--- config.mk ---
export PLATFORM = sky130hd
export DESIGN_NAME = branch_resolve
export DESIGN_NICKNAME = d
export VERILOG_FILES = /design/src/rtl/branch_resolve_pkg.sv /design/src/rtl/branch_resolve_cond.sv /design/src/rtl/branch_resolve.sv
export SDC_FILE = /design/constraint.sdc
export NUM_CORES = 1
export LEC_CHECK = 0
export ABC_AREA = 1
export BUFFER_PORTS_ARGS = -buffer_cell sky130_fd_sc_hd__buf_4
export CAP_MARGIN = 10
export CELL_PAD_IN_SITES_DETAIL_PLACEMENT = 1
export CELL_PAD_IN_SITES_GLOBAL_PLACEMENT = 2
export CORE_AREA = 5 5 143 159
export CTS_BUF_LIST = sky130_fd_sc_hd__clkbuf_8
export DETAILED_ROUTE_END_ITERATION = 12
export DIE_AREA = 0 0 148 164
export PLACE_DENSITY_LB_ADDON = 0.1
export SLEW_MARGIN = 0
export SYNTH_ARGS = -nofsm -noshare
export SYNTH_HDL_FRONTEND = slang
export SYNTH_SLANG_ARGS = --single-unit
--- constraint.sdc ---
create_clock -name clk -period 2.36 [get_ports clk]
set_input_delay 0.354 -clock clk [delete_from_list [all_inputs] [get_ports clk]]
set_output_delay 0.354 -clock clk [all_outputs]
set_load 0.02 [all_outputs]
--- src/rtl/branch_resolve_pkg.sv ---
// Shared opcode and comparator encodings for branch resolution, plus the
// target arithmetic used by the resolve unit.
package branch_resolve_pkg;

    // Branch opcodes
    localparam logic [2:0] BR_NONE = 3'd0;
    localparam logic [2:0] BEQ     = 3'd1;
    localparam logic [2:0] BNE     = 3'd2;
    localparam logic [2:0] BLT     = 3'd3;
    localparam logic [2:0] BGE     = 3'd4;
    localparam logic [2:0] BGT     = 3'd5;
    localparam logic [2:0] BLE     = 3'd6;
    localparam logic [2:0] JMP     = 3'd7;

    // Comparator result codes; 2'd3 is not a valid comparison outcome
    localparam logic [1:0] EQ = 2'd0;
    localparam logic [1:0] LT = 2'd1;
    localparam logic [1:0] GT = 2'd2;

    // Branch target: PC plus sign-extended offset, wrapping silently at 2^32
    function automatic logic [31:0] br_target(input logic [31:0] pc,
                                              input logic [31:0] imm);
        return pc + imm;
    endfunction

endpackage

--- src/rtl/branch_resolve_cond.sv ---
// br_cond: combinational taken decoder, (opcode, comparator result) -> taken.
// Unconditional jumps ignore the comparator; conditional ops with an
// unrecognised comparator code resolve not taken.
module branch_resolve_cond
    import branch_resolve_pkg::*;
(
    input  logic [2:0] br_op_i,
    input  logic [1:0] branch_i,
    output logic       taken_o
);

    // Decode the taken condition for each opcode
    always_comb begin
        taken_o = 1'b0;
        case (br_op_i)
            BEQ:     taken_o = (branch_i == EQ);
            BNE:     taken_o = (branch_i == LT) || (branch_i == GT);
            BLT:     taken_o = (branch_i == LT);
            BGE:     taken_o = (branch_i == EQ) || (branch_i == GT);
            BGT:     taken_o = (branch_i == GT);
            BLE:     taken_o = (branch_i == EQ) || (branch_i == LT);
            JMP:     taken_o = 1'b1;
            default: taken_o = 1'b0;
        endcase
    end

endmodule

--- src/rtl/branch_resolve.sv ---
// Branch resolve unit: accepts a branch from EX, decides taken, issues a held
// redirect to fetch over ready/valid, then flushes IF/ID for a fixed number of
// cycles. Keeps saturating resolved/taken statistics.
//
// state    | meaning
// ---------+-----------------------------------------------------------
// IDLE     | ready to accept a branch from EX
// REDIRECT | redirect target offered to fetch, waiting for ready
// FLUSH    | flush_o high, down-counter running to terminal count 1
module branch_resolve
    import branch_resolve_pkg::*;
#(
    parameter int unsigned FLUSH_CYCLES = 2,
    parameter int unsigned CNT_W        = 16
) (
    input  logic             clk,
    input  logic             rst,
    input  logic             valid_i,
    input  logic             stall_i,
    input  logic [2:0]       br_op_i,
    input  logic [1:0]       branch_i,
    input  logic [31:0]      pc_i,
    input  logic [31:0]      imm_i,
    output logic             busy_o,
    output logic             redirect_valid_o,
    output logic [31:0]      redirect_pc_o,
    input  logic             redirect_ready_i,
    output logic             flush_o,
    output logic [CNT_W-1:0] branch_cnt_o,
    output logic [CNT_W-1:0] taken_cnt_o
);

    localparam logic [1:0] IDLE     = 2'd0;
    localparam logic [1:0] REDIRECT = 2'd1;
    localparam logic [1:0] FLUSH    = 2'd2;

    localparam logic [2:0]       FLUSH_LOAD = 3'(FLUSH_CYCLES);
    localparam logic [CNT_W-1:0] CNT_MAX    = '1;

    logic [1:0] state_q;
    logic [1:0] state_d;
    logic [2:0] flush_cnt_q;
    logic       taken;
    logic       accept;
    logic       handshake;

    branch_resolve_cond u_br_cond (
        .br_op_i  (br_op_i),
        .branch_i (branch_i),
        .taken_o  (taken)
    );

    // Only an idle unit takes a new branch; BR_NONE is not a branch at all
    assign accept    = (state_q == IDLE) && valid_i && !stall_i && (br_op_i != BR_NONE);
    assign handshake = (state_q == REDIRECT) && redirect_ready_i;

    // Next-state decode
    always_comb begin
        state_d = state_q;
        case (state_q)
            IDLE: begin
                if (accept && taken) state_d = REDIRECT;
            end
            REDIRECT: begin
                if (redirect_ready_i) state_d = (FLUSH_CYCLES == 0) ? IDLE : FLUSH;
            end
            FLUSH: begin
                if (flush_cnt_q == 3'd1) state_d = IDLE;
            end
            default: state_d = IDLE;
        endcase
    end

    // State and registered status outputs, all derived from the next state
    always_ff @(posedge clk) begin
        if (rst) begin
            state_q          <= IDLE;
            busy_o           <= 1'b0;
            redirect_valid_o <= 1'b0;
            flush_o          <= 1'b0;
        end else begin
            state_q          <= state_d;
            busy_o           <= (state_d != IDLE);
            redirect_valid_o <= (state_d == REDIRECT);
            flush_o          <= (state_d == FLUSH);
        end
    end

    // Flush down-counter, loaded when fetch takes the redirect
    always_ff @(posedge clk) begin
        if (rst) begin
            flush_cnt_q <= 3'd0;
        end else if (handshake) begin
            flush_cnt_q <= FLUSH_LOAD;
        end else if ((state_q == FLUSH) && (flush_cnt_q != 3'd0)) begin
            flush_cnt_q <= flush_cnt_q - 3'd1;
        end
    end

    // Target register; holds steady for the whole redirect window
    always_ff @(posedge clk) begin
        if (rst) begin
            redirect_pc_o <= 32'd0;
        end else if (accept && taken) begin
            redirect_pc_o <= br_target(pc_i, imm_i);
        end
    end

    // Saturating statistics counters
    always_ff @(posedge clk) begin
        if (rst) begin
            branch_cnt_o <= '0;
            taken_cnt_o  <= '0;
        end else if (accept) begin
            if (branch_cnt_o != CNT_MAX) branch_cnt_o <= branch_cnt_o + 1'b1;
            if (taken && (taken_cnt_o != CNT_MAX)) taken_cnt_o <= taken_cnt_o + 1'b1;
        end
    end

endmodule

### Word-level counts from Yosys, hierarchy flattened

Cells that the tools add are included.

* output and inout port bits: 67
* bits of input ports: 74
* word-level logic and storage cells: 56
* flip-flop bits (word level): 72

* equality and inequality tests: 16
* reductions and logical operators: 20
* $add $sub $neg: 4
* muxes and demuxes: 7

Operators by type and width (count)
* $add 16x1->16 const B: 2
* $add 32x32->32: 1
* $ne 16x16->1 const B: 2
* $eq 3x3->1 const B: 4
* $mux 2: 5
* $logic_and 1x1->1: 7
* $pmux 1 s7: 1
* $eq 2x1->1 const B: 3
* $eq 2x2->1 const B: 3
* $eq 3x1->1 const B: 2
* $eq 3x2->1 const B: 2
* $pmux 2 s3: 1
* $reduce_bool 3->1: 2
* $logic_not 2->1: 2
* $reduce_and 2->1: 2
* $reduce_bool 2->1: 2
* $logic_or 1x1->1: 3
* $sub 3x1->3 const B: 1
* $reduce_or 2->1: 1
* $logic_not 1->1: 1

### Logic depth before layout (Yosys ltp)

Gate-level depths: netlist of run 1.

* depth in word-level cells: 8
* gate-level depth with buffers: 14
* gate-level depth less buffers: 14

### By module

Synthesis of run 1 repeated with hierarchy kept, for this count alone.

* cell total of the unflattened synthesis: 957
* area total of the unflattened synthesis: 5686.7 um^2

By module, submodules not included
* branch_resolve: times used 1, cells an instance 933, sequential area each 1441.4 um^2, area an instance 5560.3 um^2
* branch_resolve_cond: times used 1, cells an instance 24, sequential area each 0.0 um^2, area an instance 126.4 um^2

### Worst setup path before layout of run 1

No wires, ideal clock.

* path kind: in2reg
* start: in pc_i[0]
* end: reg redirect_pc_o[24]
* required time: 2.251 ns
* setup time: 0.109 ns
* stages: 14
* setup slack: 0.517 ns
* arrival time: 1.734 ns
* path buffers: 0
* cells stage by stage: ha_1 > fa_1 > nand3_1 > nand3_1 > nand2_1 > nand2_1 > nand2_1 > nand2_1 > nand2_1 > nand2_1 > nand2_1 > nand3_1 > nand2_1 > inv_1

* word-level cells in the longest chain between the ends: 1

Ends and longest elaborated chain
* from (decl): RTL line branch_resolve.sv:22 `input logic [31:0] pc_i,`
* $add 32x32->32: RTL line branch_resolve_pkg.sv:23 `return pc + imm;`
* to (signal assigned): RTL line branch_resolve.sv:105 `redirect_pc_o <= br_target(pc_i, imm_i);`
* to (decl): RTL line branch_resolve.sv:26 `output logic [31:0] redirect_pc_o,`

Every way passes these cells.
A chain may end at the register's enable or synchronous reset.

### Worst setup path after layout of run 1

* start: reg taken_cnt_o[1]
* end: reg taken_cnt_o[11]

* word-level cells in the longest chain between the ends: 3
* elaborated cells between the ends (all ways): 4
* classes of those cells: 1 x add/sub; 1 x eq/ne; 2 x reduce/logical

Ends and longest elaborated chain
* from (decl): RTL line branch_resolve.sv:30 `output logic [CNT_W-1:0] taken_cnt_o`
* from (signal assigned): RTL line branch_resolve.sv:116 `if (taken && (taken_cnt_o != CNT_MAX)) taken_cnt_o <= taken_cnt_o + 1'b1;`
* parallel branches: the longest is 3 deep, another holds $add 16x1->16

Several ways; the timed one is not identified.

==> metrics.csv, run 1 <==
stage,metric,value,unit
status,outcome,"finished, final reports clean",
synthesis,"Net Count, Synth",1094,
synthesis,main combinational cell family by area after synthesis,simple AND/OR/NAND/NOR gates,
timing,final setup margin,0.473,ns
drt,detailed router's first-iteration violation count,171,
global_routing,final global-route overflow total,0,
global_routing,GR Util All Layers,15.5,%
synthesis,largest cells by area after synthesis,"dfxtp_1, nand2_1, inv_1",
global_routing,number of global-route vias before repair,6141,
finish,Post-Layout Cell Count,1389,
clock_network,CTS sink cnt,72,
finish,number of diodes,0,
floorplan,Core Region,21000,um2
synthesis,Synth Area in Compound Gates,9.10,%
timing,Final Skew,0.0129,ns
timing,final clock period utilization by the worst path,80.0,%
drt,TritonRoute pass-1 iters,4,
timing,Final setup viols,0,
worst_hold_path,worst hold path startpoint,redirect_ready_i,
clock_network,clock root buffer,clkbuf_8,
floorplan,Rows,56,
drt,vias per cell,4.45,
timing,Final Hold Viols,0,
synthesis,sequential share of the synthesized area,25.0,%
critical_path,"delay-heaviest family, CP",simple AND/OR/NAND/NOR gates,
placed_design,number of I/O port buffers,140,
clock_network,CTS buffer count,9,
synthesis,Yosys warning count,0,
critical_path,Setup crit end kind,flop,
clock_network,post-cts resize count,0,
critical_path,crit path cell chain,ha_1 > nand3_2 > nor3_2 > nand4_1 > nand2_4 > buf_4 > nand2_1 > a21oi_2,
placed_design,dpl ws,0.155,ns
timing,hold_ws,0.294,ns
clock_network,clock slew at reported path FFs,0.09,ns
critical_path,CP max-delay cell,dfxtp_1,
synthesis,top cell type's share of synthesized area,25.0,%
clock_network,hold buffer count at CTS,0,
floorplan,starting density of the core,27.5,%
floorplan,die area,24300,um2
drt,post-route ant nets,0,
finish,layout cell share with drive strength beyond 1,16.2,%
global_routing,largest net degree at the start of global routing,53,
power,total power,3.18,mW
synthesis,Main synth FF type,dfxtp_1,
clock_network,Max clock buf depth,2,
critical_path,Crit path required time,2.65,ns
drt,via count,6185,
finish,Multi-input gate area,3540,um2
global_routing,met3 Track Usage GR,1.71,%
floorplan,I/O pin count,141,
synthesis,Post-Synth Adder-Cell Area,8.82,%
power,peak supply drop,0.229,mV
power,Leak,3.91,nW
clock_network,htree depth,3,
synthesis,Post-synth EDFFs,0,
synthesis,Synth Area in XOR/XNOR,5.32,%
global_routing,global routing usage on met1,20.7,%
synthesis,post-synthesis mux area share,0,%
critical_path,reg2reg path depth,8,
global_routing,met2 Usage GRT,27.3,%
synthesis,Synth Instances,980,
finish,"commonest non-fill, non-tap cells in the layout","nand2_1, inv_1, buf_4",
synthesis,ys async rst share,0,%
timing,setup TNS,0,ns
flow_run,Max-Cap Viols,0,
timing,Slew headroom,55.2,%
critical_path,CP Buf/Inv Count,1,
critical_path,r2r setup slk,0.47,ns
finish,P&R area growth vs syn,26.5,%
placed_design,Placed Cells,1373,
drt,Routed WL,19000,um
timing,measured slew at the worst slew-check pin,0.672,ns
global_routing,GRT busiest layer,met2,
timing,Final Critical Period,1.89,ns
placed_design,RD Place Congestion,0.821,
worst_hold_path,type of the most critical hold path,in -> reg,
timing,max-slew violation count,0,
clock_network,clk_lat worst skew,0.36,ns
timing,fmax,530,MHz
placed_design,HPWL Detailed,15900,um
worst_hold_path,WHS Endpoint,flush_o$_SDFF_PP0_,
finish,Layout fillers,2801,
synthesis,syn avg cell area,5.88,um2
power,Pwr Density,437,nW/um2
critical_path,capturing point of the worst reg2reg path,taken_cnt_o[11]$_SDFFE_PP0P_,
drt,drt wl/cell,13.6,um
clock_network,CTS tree,yes,
floorplan,Die W,148,um
global_routing,first-pass GRT wire length,30800,um
worst_hold_path,WHS Path Cells,3,
critical_path,crit-path max FO,9,
critical_path,Worst EP arrival,2.18,ns
critical_path,Max stage delay on crit path,0.43,ns
synthesis,Synth Area in Simple Gates,38.3,%
clock_network,Post-CTS Setup Bufs,0,
synthesis,Cell variety after synth,34,
finish,storage element area,1440,um2
floorplan,die height,164,um
finish,final layout net count,1237,
synthesis,"area leader, netlist",dfxtp_1,
global_routing,initial antenna violation count,0,
finish,"leading cell type in the layout, fill and taps excluded",nand2_1,
critical_path,RR Startpoint,taken_cnt_o[1]$_SDFFE_PP0P_,
critical_path,crit start category,flop,
synthesis,synthesized area,5760,um2
synthesis,#FFs+latches synth,72,
timing,RSZ-0062 raised after global routing,false,
critical_path,Worst Setup Path Type,reg -> reg,
drt,drt drc,0,
area by class of cell:
| class | count | area share [%] |
|---|---|---|
| multi-input cells | 713 | 48.6 |
| flip-flops and latches | 72 | 19.8 |
| repair buffers | 148 | 15.4 |
| inverters | 179 | 9.29 |
| well taps | 261 | 4.48 |
| clock buffers | 10 | 1.89 |
| clock inverters | 6 | 0.481 |
routing by layer:
| metal | wire [um] | up-vias |
|---|---|---|
| met5 | 0 | - |
| met4 | 173 | 0 |
| li1 | - | 3275 |
| met1 | 9100 | 2813 |
| met2 | 9140 | 87 |
| met3 | 535 | 10 |
kinds of logic (layout without fill, tap and decap cells):
logic type / Yosys count / count (layout)
DFF: 72 / 72
AOI/OAI and AO/OA: 93 / 93
buffers and inverters: 195 / 343
adders and majority gates: 40 / 40
xor gates and xnor gates: 35 / 35
and+or+nand+nor: 545 / 545
Yosys cell counts (6+ instances only):
| cell | number |
|---|---|
| nand2_1 | 330 |
| inv_1 | 176 |
| nor2_1 | 122 |
| dfxtp_1 | 72 |
| nand3_1 | 63 |
| a21oi_1 | 53 |
| ha_1 | 39 |
| o21ai_0 | 22 |
| xnor2_1 | 20 |
| xor2_1 | 15 |
| nor3_1 | 13 |
| a21oi_2 | 10 |
| nand4_1 | 7 |
| clkbuf_1 | 6 |
worst min-delay path: stages:
cell and delay, ns:
buf_4 0.09, a21oi_1 0.09, nor2_1 0.08
worst max path at each step:
stage	start	end	depth (start not counted)
after floorplan	pc_i[0]	redirect_pc_o[24]$_SDFFE_PP0P_	14
after global placement	pc_i[0]	redirect_pc_o[30]$_SDFFE_PP0P_	13
after detailed placement	pc_i[0]	redirect_pc_o[30]$_SDFFE_PP0P_	13
after CTS	taken_cnt_o[1]$_SDFFE_PP0P_	taken_cnt_o[2]$_SDFFE_PP0P_	8
after global routing	taken_cnt_o[1]$_SDFFE_PP0P_	taken_cnt_o[2]$_SDFFE_PP0P_	8
final	taken_cnt_o[1]$_SDFFE_PP0P_	taken_cnt_o[11]$_SDFFE_PP0P_	8
through the flow:
stage	utilization [%]	cell area [um2]
after floorplan	-	5760
after global placement	33.9	7110
after detailed placement	33.9	7110
after CTS	34.8	7280
after global routing	34.8	7280
final	34.8	7280
registers in the layout, indices dropped and copies added (netlist names):
signal	count
branch_cnt_o	16
busy_o	1
flush_cnt_q	3
flush_o	1
redirect_pc_o	32
redirect_valid_o	1
state_q	2
taken_cnt_o	16
power breakdown:
group,switching (mW),internal [mW],total (mW)
Clock,0.504,0.403,0.907
Combinational,0.614,0.380,0.994
Sequential,0.0260,1.26,1.28
Note: power is estimated with default switching activity, not from simulation.
==> inputs of run 2 (changes only) <==
- ABC_AREA: 1 -> 0
- CORE_AREA: 5 5 143 159 -> 5 5 133 148
- DIE_AREA: 0 0 148 164 -> 0 0 138 153
- clock period: 2.36 -> 1.7 ns (I/O delays scaled with it)
==> run 2 against run 1 <==
Effect of this change: the flow now finishes with violations (setup timing); cell area grew 25%; first-iteration DRC count shrank 27%; synthesized area shrank 15%; total power grew 67%; global-route usage grew 2.9 points; clock power grew 61%; sequential share of layout area shrank 3.7 points; worst setup slack lost 0.68 ns; clock skew shrank 0.0036 ns; register-to-register slack lost 0.63 ns; critical path depth grew 3; combinational power grew 110%; critical endpoint is now redirect_pc_o[16]$_SDFFE_PP0P_; largest cell class unchanged.
==> metrics.csv, run 2 <==
stage,metric,value,unit
status,outcome,"finished, violations left",
status,failing checks,setup timing,
timing,Final setup viols,49,
synthesis,#FFs+latches synth,72,
critical_path,crit start category,input port,
drt,detailed router's first-iteration violation count,125,
finish,"commonest non-fill, non-tap cells in the layout","buf_4, dfxtp_1, nand2_1",
finish,Top reg by flops,redirect_pc_o,
global_routing,number of global-route vias before repair,6396,
finish,"leading cell type in the layout, fill and taps excluded",buf_4,
synthesis,Yosys warning count,0,
global_routing,largest net degree at the start of global routing,26,
clock_network,CTS sink cnt,72,
placed_design,dpl ws,-0.717,ns
synthesis,"Net Count, Synth",721,
placed_design,RD Place Congestion,0.840,
synthesis,Post-synth EDFFs,0,
flow_run,Max-Cap Viols,0,
clock_network,hold buffer count at CTS,0,
drt,drt wl/cell,17.1,um
floorplan,die area,21100,um2
timing,measured slew at the worst slew-check pin,0.503,ns
placed_design,number of I/O port buffers,140,
drt,vias per cell,4.89,
floorplan,Rows,52,
finish,Util after Layout,50.4,%
synthesis,synthesized area,4920,um2
synthesis,top post-synthesis cells by count,"dfxtp_1, nand2_1, nor2_1",
clock_network,Max clock buf depth,2,
critical_path,crit-path max FO,5,
critical_path,reg2reg path depth,7,
critical_path,Setup crit end kind,flop,
synthesis,"count leader, synth",dfxtp_1,
floorplan,starting density of the core,27.2,%
drt,post-route ant nets,0,
drt,Routed WL,20300,um
worst_hold_path,WHS Endpoint,state_q[0]$_SDFF_PP0_,
worst_hold_path,WHS Path Cells,3,
synthesis,ys async rst share,0,%
critical_path,Worst EP arrival,2.15,ns
timing,Final Hold Viols,0,
clock_network,CTS buffer count,9,
timing,final setup margin,-0.207,ns
timing,Slew headroom,66.3,%
global_routing,initial antenna violation count,0,
floorplan,Die W,138,um
finish,final layout net count,1048,
synthesis,largest cells by area after synthesis,"dfxtp_1, ha_1, a21oi_1",
placed_design,HPWL Detailed,15700,um
floorplan,die height,153,um
drt,via count,5779,
synthesis,Cell variety after synth,76,
synthesis,top cell type's share of synthesized area,29.3,%
synthesis,Main synth FF type,dfxtp_1,
clock_network,clk_lat worst skew,0.36,ns
global_routing,final global-route overflow total,0,
finish,layout cell share with drive strength beyond 1,56.2,%
timing,setup TNS,-4.86,ns
synthesis,"area leader, netlist",dfxtp_1,
global_routing,GR Util All Layers,18.4,%
clock_network,htree depth,3,
timing,RSZ-0062 raised after global routing,true,
floorplan,I/O pin count,141,
synthesis,sequential share of the synthesized area,29.3,%
timing,final clock period utilization by the worst path,112,%
worst_hold_path,type of the most critical hold path,in -> reg,
finish,max FFs per register,32,
clock_network,CTS tree,yes,
critical_path,capturing point of the worst reg2reg path,taken_cnt_o[5]$_SDFFE_PP0P_,
clock_network,clock slew at reported path FFs,0.09,ns
drt,TritonRoute pass-1 iters,4,
timing,fmax,524,MHz
floorplan,Core Region,18100,um2
power,Leak,3.84,nW
finish,Regs by FF count,"redirect_pc_o (32), branch_cnt_o (16), taken_cnt_o (16)",
critical_path,RR Startpoint,state_q[1]$_SDFF_PP0_,
synthesis,Synth Instances,607,
synthesis,syn avg cell area,8.10,um2
critical_path,r2r setup slk,-0.16,ns
drt,drt drc,0,
finish,P&R area growth vs syn,85.2,%
finish,number of diodes,0,
power,peak supply drop,0.400,mV
global_routing,first-pass GRT wire length,32400,um
clock_network,clock root buffer,clkbuf_8,
timing,Final Skew,0.00930,ns
timing,Final Critical Period,1.91,ns
power,Pwr Density,585,nW/um2
power,total power,5.33,mW
worst_hold_path,worst hold path startpoint,redirect_ready_i,
finish,Layout fillers,2115,
critical_path,Crit path required time,1.95,ns
critical_path,Worst Setup Path Type,in -> reg,
timing,max-slew violation count,0,
run 2: critical path, cell delays in order:
cell	delay, ns
buf_12	0.10
inv_12	0.03
ha_4	0.14
mux2_4	0.26
mux4_2	0.52
and2_4	0.22
buf_12	0.14
buf_12	0.13
and3_4	0.14
mux2i_1	0.15
o21ai_1	0.08
run 2: metrics by stage:
stage | std cells | cell area (um2) | hold WS [ns]
3_3_place_gp | 1121 | 7820 | 0.444
4_1_cts | 1165 | 8630 | 0.197
3_5_place_dp | 1121 | 7820 | 0.449
6_report | 1182 | 9110 | 0.229
2_1_floorplan | 607 | 5510 | 0.455
5_1_grt | 1182 | 9110 | 0.219
run 2: worst max-delay path by stage:
stage	cells past startpoint	from	end
floorplan	9	pc_i[8]	redirect_pc_o[30]$_SDFFE_PP0P_
global placement	10	pc_i[0]	redirect_pc_o[30]$_SDFFE_PP0P_
detailed placement	9	imm_i[12]	redirect_pc_o[30]$_SDFFE_PP0P_
CTS	12	pc_i[0]	redirect_pc_o[16]$_SDFFE_PP0P_
global route	7	state_q[1]$_SDFF_PP0_	taken_cnt_o[5]$_SDFFE_PP0P_
finish	11	branch_i[1]	redirect_pc_o[16]$_SDFFE_PP0P_
run 2: timing repair:
item	CTS	global route
resized for setup	83	71
buffers inserted	30	19
endpoints found under the setup margin	56	59
pin swaps	62	65
gates cloned	1	1
run 2: cell type report:
class                   count  area [um2]  share of cell area [%]
multi-input cells         493        4230                    46.4
repair buffers            341        2820                    31.0
flip-flops and latches     72        1470                    16.1
well taps                 243         304                    3.34
clock buffers               9         124                    1.36
clock inverters             7        81.3                   0.893
inverters                  17        81.3                   0.893
run 2: kinds of logic (layout without fill, tap and decap cells):
family                   after synthesis  after routing  synth area share [%]
AND/OR/NAND/NOR                      238            238                  23.8
AO/OA/AOI/OAI                        159            159                  21.0
flip-flops                            72             72                  29.3
XOR/XNOR                              49             49                  8.73
buffers and inverters                 42            374                  5.14
adder cells (fa/ha/maj)               40             40                  10.3
multiplexers                           7              7                  1.70
run 2: routing by layer:
metal / vias up / global-route usage (%) / routed length (um) / part of all wire, %
li1: 2846 / - / - / -
met1: 2817 / 21.2 / 8490 / 42
met2: 98 / 34.1 / 10600 / 52
met3: 18 / 3.91 / 814 / 4.0
met4: 0 / 5.41 / 330 / 1.6
met5: - / 0 / 0 / 0
run 2: where the power goes:
part	internal (mW)	switching, mW
logic	1.08	1.01
registers	1.74	0.0387
clock network	0.694	0.769
total	3.51	1.82
==> inputs of run 3 (changes only) <==
- SKIP_LAST_GASP: not set -> 1
==> run 3 against run 2 <==
Effect of this change: the run still ends with setup timing left; core utilization is 0.35 points higher; sequential share of layout area decreased by 0.11 points; cell area rose by 0.69%; worst setup slack improved by 0.0058 ns; highest routed layer unchanged.
==> metrics.csv, run 3 (synthesized netlist as in run 2, its figures left out) <==
stage,metric,value,unit
critical_path,CP max-delay cell,mux4_2,
status,failing checks,setup timing,
worst_hold_path,type of the most critical hold path,in -> reg,
floorplan,Rows,52,
clock_network,clk_lat worst skew,0.36,ns
critical_path,Max stage delay on crit path,0.52,ns
placed_design,Area after DPL,7820,um2
global_routing,largest net degree at the start of global routing,26,
finish,P&R area growth vs syn,86.4,%
clock_network,CTS tree,yes,
placed_design,dpl ws,-0.717,ns
drt,detailed router's first-iteration violation count,160,
floorplan,I/O pin count,141,
drt,TritonRoute pass-1 iters,4,
clock_network,htree depth,3,
critical_path,crit path cell chain,buf_12 > inv_12 > ha_4 > mux2_4 > mux4_2 > and2_4 > buf_12 > buf_12 > nand2_8 > nor2_4 > mux2i_1 > o21ai_1,
power,Pwr Density,584,nW/um2
finish,"leading cell type in the layout, fill and taps excluded",buf_4,
finish,layout cell share with drive strength beyond 1,55.9,%
finish,max FFs per register,32,
clock_network,CTS buffer count,9,
drt,via count,5826,
timing,final clock period utilization by the worst path,112,%
critical_path,Worst EP arrival,2.15,ns
global_routing,GR Util All Layers,18.3,%
clock_network,clock root buffer,clkbuf_8,
global_routing,number of global-route vias before repair,6413,
floorplan,Die W,138,um
clock_network,CTS sink cnt,72,
finish,number of diodes,0,
worst_hold_path,worst hold path startpoint,redirect_ready_i,
clock_network,hold buffer count at CTS,0,
timing,Final Critical Period,1.90,ns
timing,final setup margin,-0.201,ns
status,outcome,"finished, violations left",
critical_path,Worst Setup Path Type,in -> reg,
finish,"commonest non-fill, non-tap cells in the layout","buf_4, nand2_1, dfxtp_1",
finish,Regs by FF count,"redirect_pc_o (32), branch_cnt_o (16), taken_cnt_o (16)",
placed_design,RD Place Congestion,0.840,
drt,Routed WL,20400,um
timing,Final setup viols,52,
finish,Layout fillers,2106,
drt,drt drc,0,
floorplan,Core Region,18100,um2
critical_path,CP most frequent cell,buf_12,
power,peak supply drop,0.414,mV
clock_network,Max clock buf depth,2,
timing,Final Skew,0.00901,ns
floorplan,die area,21100,um2
global_routing,initial antenna violation count,0,
flow_run,Max-Cap Viols,0,
global_routing,first-pass GRT wire length,32300,um
timing,max-slew violation count,0,
drt,post-route ant nets,0,
critical_path,RR Startpoint,state_q[1]$_SDFF_PP0_,
floorplan,die height,153,um
critical_path,crit start category,input port,
finish,Top reg by flops,redirect_pc_o,
floorplan,starting density of the core,27.2,%
drt,vias per cell,4.91,
finish,post-route cell area,9170,um2
critical_path,Crit path required time,1.95,ns
timing,Final Hold Viols,0,
finish,Post-Layout Cell Count,1187,
placed_design,number of I/O port buffers,140,
drt,drt wl/cell,17.2,um
timing,measured slew at the worst slew-check pin,0.530,ns
placed_design,Placed Cells,1121,
critical_path,crit-path max FO,6,
critical_path,Setup crit end kind,flop,
global_routing,final global-route overflow total,0,
power,total power,5.35,mW
clock_network,clock slew at reported path FFs,0.09,ns
timing,Slew headroom,64.5,%
finish,final layout net count,1053,
critical_path,launch point of the critical path,branch_i[1],
timing,RSZ-0062 raised after global routing,true,
timing,fmax,526,MHz
power,Leak,3.88,nW
placed_design,HPWL Detailed,15700,um
==> run 3: critical path: cells and delay by family <==
kind	cells	cell delay [ns]
buf+inv	4	0.40
mux	3	0.93
fa+ha+maj	1	0.14
simple gates	3	0.34
compound gates	1	0.09
==> run 3: final timing paths <==
path	end	slack, ns	cells past startpoint
hold / removal	redirect_valid_o$_SDFF_PP0_	0.23	3
setup / recovery	redirect_pc_o[31]$_SDFFE_PP0P_	-0.20	12
hold reg to reg	redirect_pc_o[4]$_SDFFE_PP0P_	0.46	2
setup reg to reg	taken_cnt_o[5]$_SDFFE_PP0P_	-0.17	7
==> run 3: metrics by stage <==
step / TNS (ns) / hold slack, ns / utilization (%)
6_report: -5.05 / 0.229 / 50.7
5_1_grt: -9.25 / 0.217 / 50.7
4_1_cts: -3.23 / 0.197 / 47.3
3_5_place_dp: -25.41 / 0.449 / 43.2
3_3_place_gp: -22.72 / 0.444 / 43.2
2_1_floorplan: -7.28 / 0.455 / -
==> run 3: layer usage <==
metal  global-route usage [%]  up-vias  wire (um)
met5                        0        -          0
met4                     5.41        0        354
met3                     3.91       19        844
met2                     33.9       97      10700
met1                     21.1     2857       8560
li1                         -     2853          -
==> run 3: area by class of cell <==
type	count	area [um2]	area share (%)
Timing Repair Buffer	346	2850	31.1
Clock inverter	7	81.3	0.887
Tap cell	243	304	3.32
Multi-Input combinational cell	493	4260	46.4
Sequential cell	72	1470	16.0
Clock buffer	9	124	1.35
Inverter	17	81.3	0.887
==> run 3: timing repair <==
item,in CTS,in global routing
gates cloned,1,1
pin swaps,57,78
endpoints found under the setup margin,56,59
gates resized for setup,65,89
buffers inserted,30,25
endpoints found under the hold margin,0,0
==> run 3: power breakdown <==
group	switching (mW)	total, mW	internal, mW
Sequential	0.0387	1.77	1.74
Clock	0.776	1.47	0.694
Combinational	1.02	2.11	1.09
